## config.mk

```make
export PLATFORM = sky130hd
export DESIGN_NAME = demux_dispatch_ctrl
export DESIGN_NICKNAME = d
export VERILOG_FILES = /design/src/rtl/demux_ctrl_pkg.sv /design/src/rtl/rr_pick.sv /design/src/rtl/demux_dispatch_ctrl.sv
export SDC_FILE = /design/constraint.sdc
export NUM_CORES = 1
export LEC_CHECK = 0
export CORE_MARGIN = 1
export CORE_UTILIZATION = 39
export CTS_CLUSTER_DIAMETER = 200
export DETAILED_ROUTE_END_ITERATION = 12
export HOLD_SLACK_MARGIN = 0.12
export PLACE_DENSITY = 0.65
export SYNTH_ARGS = -nofsm -noshare
export SYNTH_HDL_FRONTEND = slang
export SYNTH_HIERARCHICAL = 1
export SYNTH_SLANG_ARGS = --single-unit
```

## constraint.sdc

```tcl
create_clock -name clk -period 2.5 [get_ports clk]
set_clock_uncertainty 0.2 [all_clocks]
set_input_delay 0.25 -clock clk [delete_from_list [all_inputs] [get_ports clk]]
set_output_delay 0.25 -clock clk [all_outputs]
set_load 0.01 [all_outputs]
```

## src/rtl/demux_ctrl_pkg.sv

```systemverilog
// Shared types and constants for the demux dispatch controller.
package demux_ctrl_pkg;

  typedef enum logic {IDLE = 1'b0, HOLD = 1'b1} state_t;

  localparam int DROP_W = 8;
  localparam logic [DROP_W-1:0] DROP_MAX = '1;

endpackage

```

## src/rtl/rr_pick.sv

```systemverilog
// Rotating-priority picker: lowest set mask bit at or above base, with wrap.
module rr_pick #(
  parameter int N_OUT = 4,
  localparam int SEL_W = $clog2(N_OUT)
) (
  input  logic [N_OUT-1:0] mask,
  input  logic [SEL_W-1:0] base,
  output logic [SEL_W-1:0] idx,
  output logic             any
);

  logic [SEL_W-1:0] j;

  // Scan from farthest to nearest so the nearest hit wins; index wraps naturally.
  always_comb begin
    idx = '0;
    any = 1'b0;
    j   = '0;
    for (int i = N_OUT - 1; i >= 0; i--) begin
      j = base + SEL_W'(i);
      if (mask[j]) begin
        idx = j;
        any = 1'b1;
      end
    end
  end

endmodule

```

## src/rtl/demux_dispatch_ctrl.sv

```systemverilog
// Single-producer to N_OUT-consumer dispatch controller with addressed or
// round-robin steering, stall timeout and a saturating drop counter.
module demux_dispatch_ctrl
  import demux_ctrl_pkg::*;
#(
  parameter int DATA_W  = 8,
  parameter int N_OUT   = 4,
  parameter int TIMEOUT = 16,
  localparam int SEL_W  = $clog2(N_OUT)
) (
  input  logic              clk,
  input  logic              rst,
  input  logic              in_valid,
  output logic              in_ready,
  input  logic [DATA_W-1:0] in_data,
  input  logic [SEL_W-1:0]  in_dest,
  input  logic              rr_mode,
  input  logic [N_OUT-1:0]  out_en,
  output logic [N_OUT-1:0]  out_valid,
  input  logic [N_OUT-1:0]  out_ready,
  output logic [DATA_W-1:0] out_data,
  output logic              drop_pulse,
  output logic [DROP_W-1:0] drop_count
);

  localparam int WAIT_W = (TIMEOUT < 2) ? 1 : $clog2(TIMEOUT);

  function automatic logic [DROP_W-1:0] sat_inc(input logic [DROP_W-1:0] v);
    return (v == DROP_MAX) ? v : v + DROP_W'(1);
  endfunction

  function automatic logic [N_OUT-1:0] onehot(input logic [SEL_W-1:0] s);
    logic [N_OUT-1:0] v;
    v    = '0;
    v[s] = 1'b1;
    return v;
  endfunction

  state_t            state;
  logic [DATA_W-1:0] hold_data;
  logic [SEL_W-1:0]  target;
  logic              held_rr;
  logic [WAIT_W-1:0] wait_cnt;
  logic [SEL_W-1:0]  rr_ptr;

  logic [SEL_W-1:0]  pick_idx;
  logic              pick_any;
  logic [SEL_W-1:0]  cap_tgt;
  logic              cap_drop;
  logic              timed_out;

  rr_pick #(.N_OUT(N_OUT)) u_pick (
    .mask (out_en),
    .base (rr_ptr),
    .idx  (pick_idx),
    .any  (pick_any)
  );

  assign in_ready  = !rst && (state == IDLE) && (!rr_mode || (|out_en));
  assign cap_tgt   = rr_mode ? pick_idx : in_dest;
  assign cap_drop  = rr_mode ? !pick_any : !out_en[in_dest];
  assign timed_out = (TIMEOUT != 0) && (wait_cnt == WAIT_W'(TIMEOUT - 1));
  assign out_data  = hold_data;

  always_ff @(posedge clk or posedge rst) begin
    if (rst) begin
      state      <= IDLE;
      hold_data  <= '0;
      target     <= '0;
      held_rr    <= 1'b0;
      wait_cnt   <= '0;
      rr_ptr     <= '0;
      out_valid  <= '0;
      drop_pulse <= 1'b0;
      drop_count <= '0;
    end else begin
      drop_pulse <= 1'b0;
      case (state)
        IDLE: begin
          if (in_valid && in_ready) begin
            hold_data <= in_data;
            wait_cnt  <= '0;
            target    <= cap_tgt;
            held_rr   <= rr_mode;
            if (cap_drop) begin
              drop_pulse <= 1'b1;
              drop_count <= sat_inc(drop_count);
            end else begin
              state     <= HOLD;
              out_valid <= onehot(cap_tgt);
            end
          end
        end
        HOLD: begin
          // Target and mode were latched at capture; live out_en/rr_mode are ignored here.
          if (out_ready[target]) begin
            state     <= IDLE;
            out_valid <= '0;
            if (held_rr) rr_ptr <= target + SEL_W'(1);
          end else if (timed_out) begin
            state      <= IDLE;
            out_valid  <= '0;
            drop_pulse <= 1'b1;
            drop_count <= sat_inc(drop_count);
            if (held_rr) rr_ptr <= target + SEL_W'(1);
          end else begin
            wait_cnt <= wait_cnt + WAIT_W'(1);
          end
        end
        default: state <= IDLE;
      endcase
    end
  end

endmodule
```

* After elaboration in Yosys (flattened, before gate mapping) *
Cells that the tools add are included.

storage, ports and cells
  flip-flop bits (word level) = 31
  bits of input ports = 22

cells by class
  $add $sub $neg = 6
  magnitude comparators = 8
  multiplexer cells = 52
  reduce and logical (&&, ||, !) cells = 16
  bitwise gates (word level) = 1
  equal/unequal tests = 9

operator list
  operator             number
  $mux 8               5
  $mux 4               7
  $lt 2x3->1 const B   7
  $mux 1               20
  $mux 2               8
  $pmux 4 s2           2
  $pmux 8 s2           1
  $bmux 1 s2           6
  $add 8x1->8 const B  1
  $eq 8x8->1 const B   1
  $ne 2x2->1 const B   4
  $reduce_and 3->1     2
  $add 2x1->2 const B  2
  $add 2x2->2 const B  2
  $add 4x1->4 const B  1
  $eq 4x4->1 const B   1
  $logic_and 1x1->1    4
  $logic_not 1->1      4
  $ne 2x1->1 const B   2
  $pmux 1 s2           2
  $reduce_and 2->1     2
  $reduce_and 4->1     1
  $reduce_or 4->1      1
  $ne 3x1->1 const B   1
  other kinds (5)      5

* Logic depth before layout (Yosys ltp) *
Gate-level depths: netlist of run 1.

  word-level depth = 15
  mapped depth = 7

* Hierarchy *
Netlist of run 1, hierarchy kept.

by module, submodules not included
  module               cells an instance  area an instance (um2)  instances
  demux_dispatch_ctrl  128                1473.9                  1
  rr_pick              13                 77.6                    1

* Worst setup path before layout of run 1 *
OpenSTA, ideal clock, no wires.

  path kind = flip-flop to flip-flop
  start point = register target[0]
  end point = register drop_count[7]
  required time = 2.175 ns
  cell stages (with the launch flop) = 6
  buffers on the path = 0
  arrival = 1.858 ns
  slack = 0.317 ns
  setup time = 0.125 ns
  path through = dfrtp_1 mux4_2 nor3b_2 nor2_1 nor4_2 mux2_2

on the way
  word-level cells in the longest chain between the ends = 4

RTL lines
  item                          RTL line                    source
  start: declaration            demux_dispatch_ctrl.sv:41   logic [SEL_W-1:0] target;
  start signal: assignment      demux_dispatch_ctrl.sv:83   target <= cap_tgt;
  $bmux 1 s2                    demux_dispatch_ctrl.sv:96   if (out_ready[target]) begin
  $mux 1 (not written as such)  demux_dispatch_ctrl.sv:96
  $ne 2x2->1 (no line)          -
  $reduce_and 4->1 (no line)    -
  end signal: assignment        demux_dispatch_ctrl.sv:87   drop_count <= sat_inc(drop_count);
  end signal: assignment        demux_dispatch_ctrl.sv:104  drop_count <= sat_inc(drop_count);
  end: declaration              demux_dispatch_ctrl.sv:23   output logic [DROP_W-1:0] drop_count

No other way between the ends. The select of a mux whose other input is x is not followed.
A chain may end at the register's enable or synchronous reset.

* Worst setup path after layout of run 1 *
  start point = input out_en[1]
  end point = register drop_count[1]

on the way
  word-level cells in the longest chain between the ends = 10

RTL lines
  item                            RTL line                   source
  start: declaration              demux_dispatch_ctrl.sv:18  input logic [N_OUT-1:0] out_en,
  $bmux 1 s2                      rr_pick.sv:21              if (mask[j]) begin
  $mux 1 (not written as such)    rr_pick.sv:21
  $mux 1 (4 in a row)             rr_pick.sv:21
  $logic_not 1->1                 demux_dispatch_ctrl.sv:61  assign cap_drop = rr_mode ? !pick_any : !out_en[in_dest];
  $mux 1                          demux_dispatch_ctrl.sv:61
  $ne 2x2->1 (no line)            -
  $reduce_and 4->1 (no line) (*)  -

Every way passes the cells marked *; elsewhere a longest branch is shown, timed or not. The select of a mux whose other input is x is not followed.

==> results.sh, run 1 <==
export IMPL_seq_area_frac_synth_pct=50.0
export IMPL_whs_ns=0.159
export IMPL_synth_nets=165
export IMPL_p_int_mw=1.37
export IMPL_cts_buffer_depth=2
export IMPL_p_per_area_nw_per_um2=893
export IMPL_path_max_fanout=19
export IMPL_grt_pass1_vias=1344
export IMPL_cts_tree="yes"
export IMPL_finalPower_mw=1.97
export IMPL_synth_async_reset_ratio_pct=100
export IMPL_routed_wl_um=3400
export IMPL_vias=1250
export IMPL_combPwrFrac_pct=34.6
export IMPL_clkTransAtPathRegs_ns=0.06
export IMPL_ctsRootBufferMaster="clkbuf_8"
export IMPL_min_period_ns=2.28
export IMPL_cap_viol_max_count=0
export IMPL_finalHoldViolCount=0
export IMPL_synth_seq_cells=31
export IMPL_yosys_most_used_dff="dfrtp_1"
export IMPL_final_cell_mix="clkdlybuf4s50_1 (43), dfrtp_1 (31), nor2_1 (15), mux2_2 (15), nand3_1 (10)"
export IMPL_arrival_ns=2.24
export IMPL_synth_area_um2=1550
export IMPL_fmaxAchievable_ghz=0.439
export IMPL_cts_resized=0
export IMPL_drt_pass1_iter_count=4
export IMPL_clockPowerShare_pct=25.3
export IMPL_pwr_share_seq_pct=40.1
export IMPL_coreArea_um2=3740
export IMPL_yosys_warnings=6
export IMPL_numCtsBuffers=5
export IMPL_drtAntennaViolNets=0
export IMPL_finalCoreUtilization_pct=59.0
export IMPL_drc=0
export IMPL_grt_pass1_wl_um=5870
export IMPL_viasPerCell=5.12
export IMPL_grt_util_all_layers_pct=17.9
export IMPL_p_leak_nw=0.953
export IMPL_crit_required_ns=2.46
export IMPL_outcome="completed"
export IMPL_avgSynthCellArea_um2=11.0
export IMPL_fp_dieW_um=65.1
export IMPL_place_gp_congestion=0.810
export IMPL_start_kind="input pin"
export IMPL_p_sw_mw=0.602
export IMPL_netSwitchingFraction_pct=30.5
export IMPL_areaGrowthSynthToFinish_pct=42.3
export IMPL_dp_hpwl_um=2500
export IMPL_synth_edf_count=0
export IMPL_hold_path_class="in -> async"
export IMPL_cts_hold_buf=0
export IMPL_grt_overflow=0
export IMPL_crit_path_end_kind="flip-flop"
export IMPL_post_place_ws_ns=-0.0822
export IMPL_postCtsSetupBuffers=0
export IMPL_grt_max_degree=22
export IMPL_worstSetupPathType="in -> reg"
export IMPL_synth_cells=141
export IMPL_start_util_pct=41.4
export IMPL_clkSinkCount=31
export IMPL_antenna_found_initial=0
export IMPL_drive_above_1_share_pct=19.4
export IMPL_boundaryPins=44
export IMPL_post_drt_wl_per_cell_um=13.9
export IMPL_fin_crit_sh_pct=91.1
export IMPL_nNetsFinal=219
export IMPL_die_area_um2=4230
export IMPL_layout_commonest_cell="clkdlybuf4s50_1"
export IMPL_tightest_slew_ns=0.463
export IMPL_vdd_drop_max_uv=505
export IMPL_fp_dieH_um=65.1
export IMPL_num_rows=22
export IMPL_htreeDepth=2
export IMPL_finalMaxSlewViolations=0
export IMPL_setup_viol=0
export IMPL_slew_headroom_pct=68.3
export IMPL_clk_latency_ns=0.27
export IMPL_port_buffers=43
export IMPL_antennaDiodeCount=0
export IMPL_fin_ws_ns=0.222
export IMPL_yosysUniqueCellTypes=36
export IMPL_dr_first_iter_drc_count=61
export IMPL_rsz0062_at_grt="no"
[through the flow]
| step | setup TNS, ns | cells | area [µm²] |
|---|---|---|---|
| 4_1_cts | 0 | 244 | 2210 |
| 5_1_grt | 0 | 244 | 2210 |
| 3_5_place_dp | -0.158 | 236 | 2090 |
| 6_report | 0 | 244 | 2210 |
| 3_3_place_gp | -0.0174 | 236 | 2090 |
| 2_1_floorplan | 0 | 141 | 1550 |
[logic make-up after synthesis]
logic type,synth area share [%]
XOR/XNOR,4.52
flip-flops,50.0
AND/OR/NAND/NOR,17.6
AO/OA/AOI/OAI,9.84
multiplexers,14.3
adder cells (fa/ha/maj),1.61
buffers and inverters,2.18
[power groups by stage]
stage                     clock, mW  sequential (mW)  combinational (mW)
after floorplan                   0            0.810               0.323
after global placement            0            0.790               0.673
after detailed placement          0            0.799               0.687
after CTS                     0.510            0.792               0.693
final                         0.500            0.790               0.682
after global routing          0.536            0.818               0.756
[sequential cells by signal (all words and copies together) (netlist names)]
name / count
drop_count: 8
out_data: 8
out_valid: 4
wait_cnt: 4
rr_ptr: 2
target: 2
drop_pulse: 1
held_rr: 1
state: 1
[critical path: stages]
cell             delay [ns]
clkdlybuf4s50_1        0.49
nor4_1                 0.44
a2111oi_2              0.14
buf_4                  0.23
o211ai_2               0.31
mux2_2                 0.37
[final timing paths]
kind / cells past startpoint / startpoint / endpoint / slack, ns
setup reg to reg: 5 / target[0]$_DFFE_PP0P_ / drop_count[7]$_DFFE_PP0P_ / 0.25
setup / recovery: 6 / out_en[1] / drop_count[1]$_DFFE_PP0P_ / 0.22
min in group clk: 2 / out_valid[2]$_DFFE_PP0P_ / out_valid[2]$_DFFE_PP0P_ / 0.30
hold / removal: 2 / rst / drop_pulse$_DFF_PP0_ / 0.16
hold reg to reg: 2 / out_valid[2]$_DFFE_PP0P_ / out_valid[2]$_DFFE_PP0P_ / 0.30
max in group asynchronous: 3 / rst / out_data[5]$_DFFE_PP0P_ / 1.30
[cells in the mapped netlist (2+ instances only)]
| cell type | count | area (µm²) |
|---|---|---|
| a211oi_1 | 2 | 15.0 |
| a21oi_1 | 4 | 20.0 |
| and3_1 | 3 | 18.8 |
| buf_2 | 3 | 15.0 |
| dfrtp_1 | 31 | 776 |
| ha_1 | 2 | 25.0 |
| inv_1 | 4 | 15.0 |
| mux2_2 | 15 | 169 |
| mux2i_1 | 3 | 30.0 |
| nand2_1 | 9 | 33.8 |
| nand2b_1 | 3 | 18.8 |
| nand3_1 | 10 | 50.1 |
| nand4_1 | 2 | 12.5 |
| nor2_1 | 15 | 56.3 |
| nor3_1 | 3 | 15.0 |
| nor3b_1 | 2 | 15.0 |
| o21ai_0 | 5 | 25.0 |
| xnor2_1 | 2 | 17.5 |
| xor2_1 | 6 | 52.6 |
[routing by layer]
| layer | wire, µm | global-route usage, % | vias to the layer above |
|---|---|---|---|
| li1 | - | - | 615 |
| met1 | 1610 | 24.3 | 599 |
| met2 | 1610 | 28.9 | 34 |
| met3 | 175 | 4.93 | 2 |
| met4 | 6 | 3.26 | 0 |
| met5 | 0 | 0 | - |
[layout make-up]
class / count / area [µm²]
Fill cell: 330 / 1540
Inverter: 4 / 15.0
Multi-Input combinational cell: 102 / 748
Timing Repair Buffer: 51 / 490
Clock inverter: 2 / 35.0
Tap cell: 48 / 60.1
Sequential cell: 31 / 776
Clock buffer: 6 / 82.6
(Power assumes the default switching activity.)
==> run 2, diff against run 1 <==
- GPL_TIMING_DRIVEN: default -> 0
==> results.sh, run 2 (same netlist as run 1, synthesis figures left out) <==
export IMPL_dr_first_iter_drc_count=38
export IMPL_post_place_ws_ns=-0.281
export IMPL_regArea_um2=776
export IMPL_grt_overflow=0
export IMPL_cts_tree="yes"
export IMPL_postCtsSetupBuffers=0
export IMPL_finalHoldViolCount=0
export IMPL_cp_depth=6
export IMPL_clkTransAtPathRegs_ns=0.06
export IMPL_dp_hpwl_um=2320
export IMPL_viasPerCell=5.20
export IMPL_max_stage_delay_ns=0.56
export IMPL_multiInputGateArea_um2=743
export IMPL_crit_path_end_kind="flip-flop"
export IMPL_fin_ws_ns=0.103
export IMPL_numCtsBuffers=5
export IMPL_cts_resized=0
export IMPL_grt_util_all_layers_pct=17.1
export IMPL_whs_ns=0.149
export IMPL_outcome="completed"
export IMPL_tightest_slew_ns=1.16
export IMPL_dr_wl_met2_um=1510
export IMPL_rrSetupSlack_ns=0.16
export IMPL_slew_headroom_pct=22.8
export IMPL_fp_dieW_um=65.1
export IMPL_finalCoreUtilization_pct=57.1
export IMPL_fp_dieH_um=65.1
export IMPL_pwr_share_seq_pct=41.9
export IMPL_cts_hold_buf=0
export IMPL_grt_max_degree=32
export IMPL_worstSetupPathType="in -> reg"
export IMPL_boundaryPins=44
export IMPL_path_cells="clkdlybuf4s50_1 -> nor4_1 -> a2111oi_1 -> clkbuf_4 -> buf_2 -> mux2_2"
export IMPL_grt_pass1_vias=1240
export IMPL_critPathBufInv=3
export IMPL_m1WireLength_um=1490
export IMPL_crit_slowest_cell="clkdlybuf4s50_1"
export IMPL_place_gp_congestion=0.764
export IMPL_p_leak_nw=0.913
export IMPL_clockPowerShare_pct=22.6
export IMPL_final_area_um2=2140
export IMPL_antennaDiodeCount=0
export IMPL_hold_path_class="in -> reg"
export IMPL_finalMaxSlewViolations=0
export IMPL_layout_commonest_cell="clkdlybuf4s50_1"
export IMPL_rr_startpoint="target[0]$_DFFE_PP0P_"
export IMPL_arrival_ns=2.35
export IMPL_p_sw_mw=0.586
export IMPL_setup_viol=0
export IMPL_min_period_ns=2.40
export IMPL_cap_viol_max_count=0
export IMPL_nNetsFinal=214
export IMPL_vias=1242
export IMPL_rsz0062_at_grt="no"
export IMPL_drt_pass1_iter_count=4
export IMPL_post_drt_wl_per_cell_um=13.4
export IMPL_antenna_found_initial=0
export IMPL_drive_above_1_share_pct=16.2
export IMPL_crit_family="buffers and inverters"
export IMPL_drtAntennaViolNets=0
export IMPL_clk_latency_ns=0.27
export IMPL_fmaxAchievable_ghz=0.417
export IMPL_areaGrowthSynthToFinish_pct=37.7
export IMPL_p_per_area_nw_per_um2=873
export IMPL_ctsRootBufferMaster="clkbuf_8"
export IMPL_crit_end="out_data[7]$_DFFE_PP0P_"
export IMPL_rr_worst_depth=5
export IMPL_fillers=341
export IMPL_htreeDepth=2
export IMPL_vdd_drop_max_uv=563
export IMPL_rr_endpoint="drop_count[7]$_DFFE_PP0P_"
export IMPL_num_rows=22
export IMPL_p_int_mw=1.28
export IMPL_finalPower_mw=1.87
export IMPL_wl_met3_um=191
export IMPL_placed_cell_area_um2=2030
export IMPL_combPwrFrac_pct=35.5
export IMPL_coreArea_um2=3740
export IMPL_grt_pass1_wl_um=5500
export IMPL_critPathLaunch="out_en[3]"
export IMPL_start_kind="input pin"
export IMPL_final_cell_mix="clkdlybuf4s50_1 (42), dfrtp_1 (31), nor2_1 (15), mux2_2 (15), nand3_1 (10)"
export IMPL_die_area_um2=4230
export IMPL_path_max_fanout=10
export IMPL_clkSinkCount=31
export IMPL_cts_buffer_depth=2
export IMPL_netSwitchingFraction_pct=31.4
export IMPL_fin_crit_sh_pct=95.9
export IMPL_start_util_pct=41.4
export IMPL_port_buffers=42
export IMPL_top_layer_used="met4"
export IMPL_crit_required_ns=2.46
export IMPL_drc=0
export IMPL_routed_wl_um=3200
## run 2: changes by cell type in the layout (fill, tap and decap cells not counted), sizes merged
cell	before	now
buf	8	2
bufinv	1	0
clkbuf	6	10
clkdlybuf4s50	43	42
clkinv	1	0
## run 2: power groups by stage
| stage | Sequential, mW | Clock, mW | Combinational, mW |
|---|---|---|---|
| 2_1_floorplan | 0.810 | 0 | 0.323 |
| 3_3_place_gp | 0.777 | 0 | 0.655 |
| 3_5_place_dp | 0.788 | 0 | 0.667 |
| 4_1_cts | 0.782 | 0.440 | 0.671 |
| 5_1_grt | 0.804 | 0.470 | 0.732 |
| 6_report | 0.781 | 0.422 | 0.663 |
## run 2: final cells by class
class,instances,share of cell area (%)
sequential,31,36.3
buffer,4,0.996
multi-input combinational,102,34.8
inverter,4,0.703
timing repair buffer,42,19.7
clock buffer,8,4.69
tap,48,2.81
## run 2: worst min path at each step
stage / cells past startpoint / from / endpoint / slack, ns
detailed placement: 1 / out_data[1]$_DFFE_PP0P_ / out_data[1]$_DFFE_PP0P_ / 0.30
finish: 2 / rr_mode / held_rr$_DFFE_PP0P_ / 0.15
global route: 2 / rr_mode / held_rr$_DFFE_PP0P_ / 0.14
CTS: 2 / rr_mode / held_rr$_DFFE_PP0P_ / 0.14
global placement: 2 / out_valid[2]$_DFFE_PP0P_ / out_valid[2]$_DFFE_PP0P_ / 0.29
floorplan: 1 / rst / drop_count[0]$_DFFE_PP0P_ / 0.15
## run 2: through the flow
step,TNS (ns),instances
after floorplan,0,141
after global placement,-1.89,231
after detailed placement,-1.90,231
after CTS,0,239
after global routing,0,239
final,0,239
## run 2: routing by layer
metal	vias up	track usage, %
met4	0	5.43
li1	606	-
met3	2	5.81
met2	41	27.2
met5	-	0
met1	593	21.8
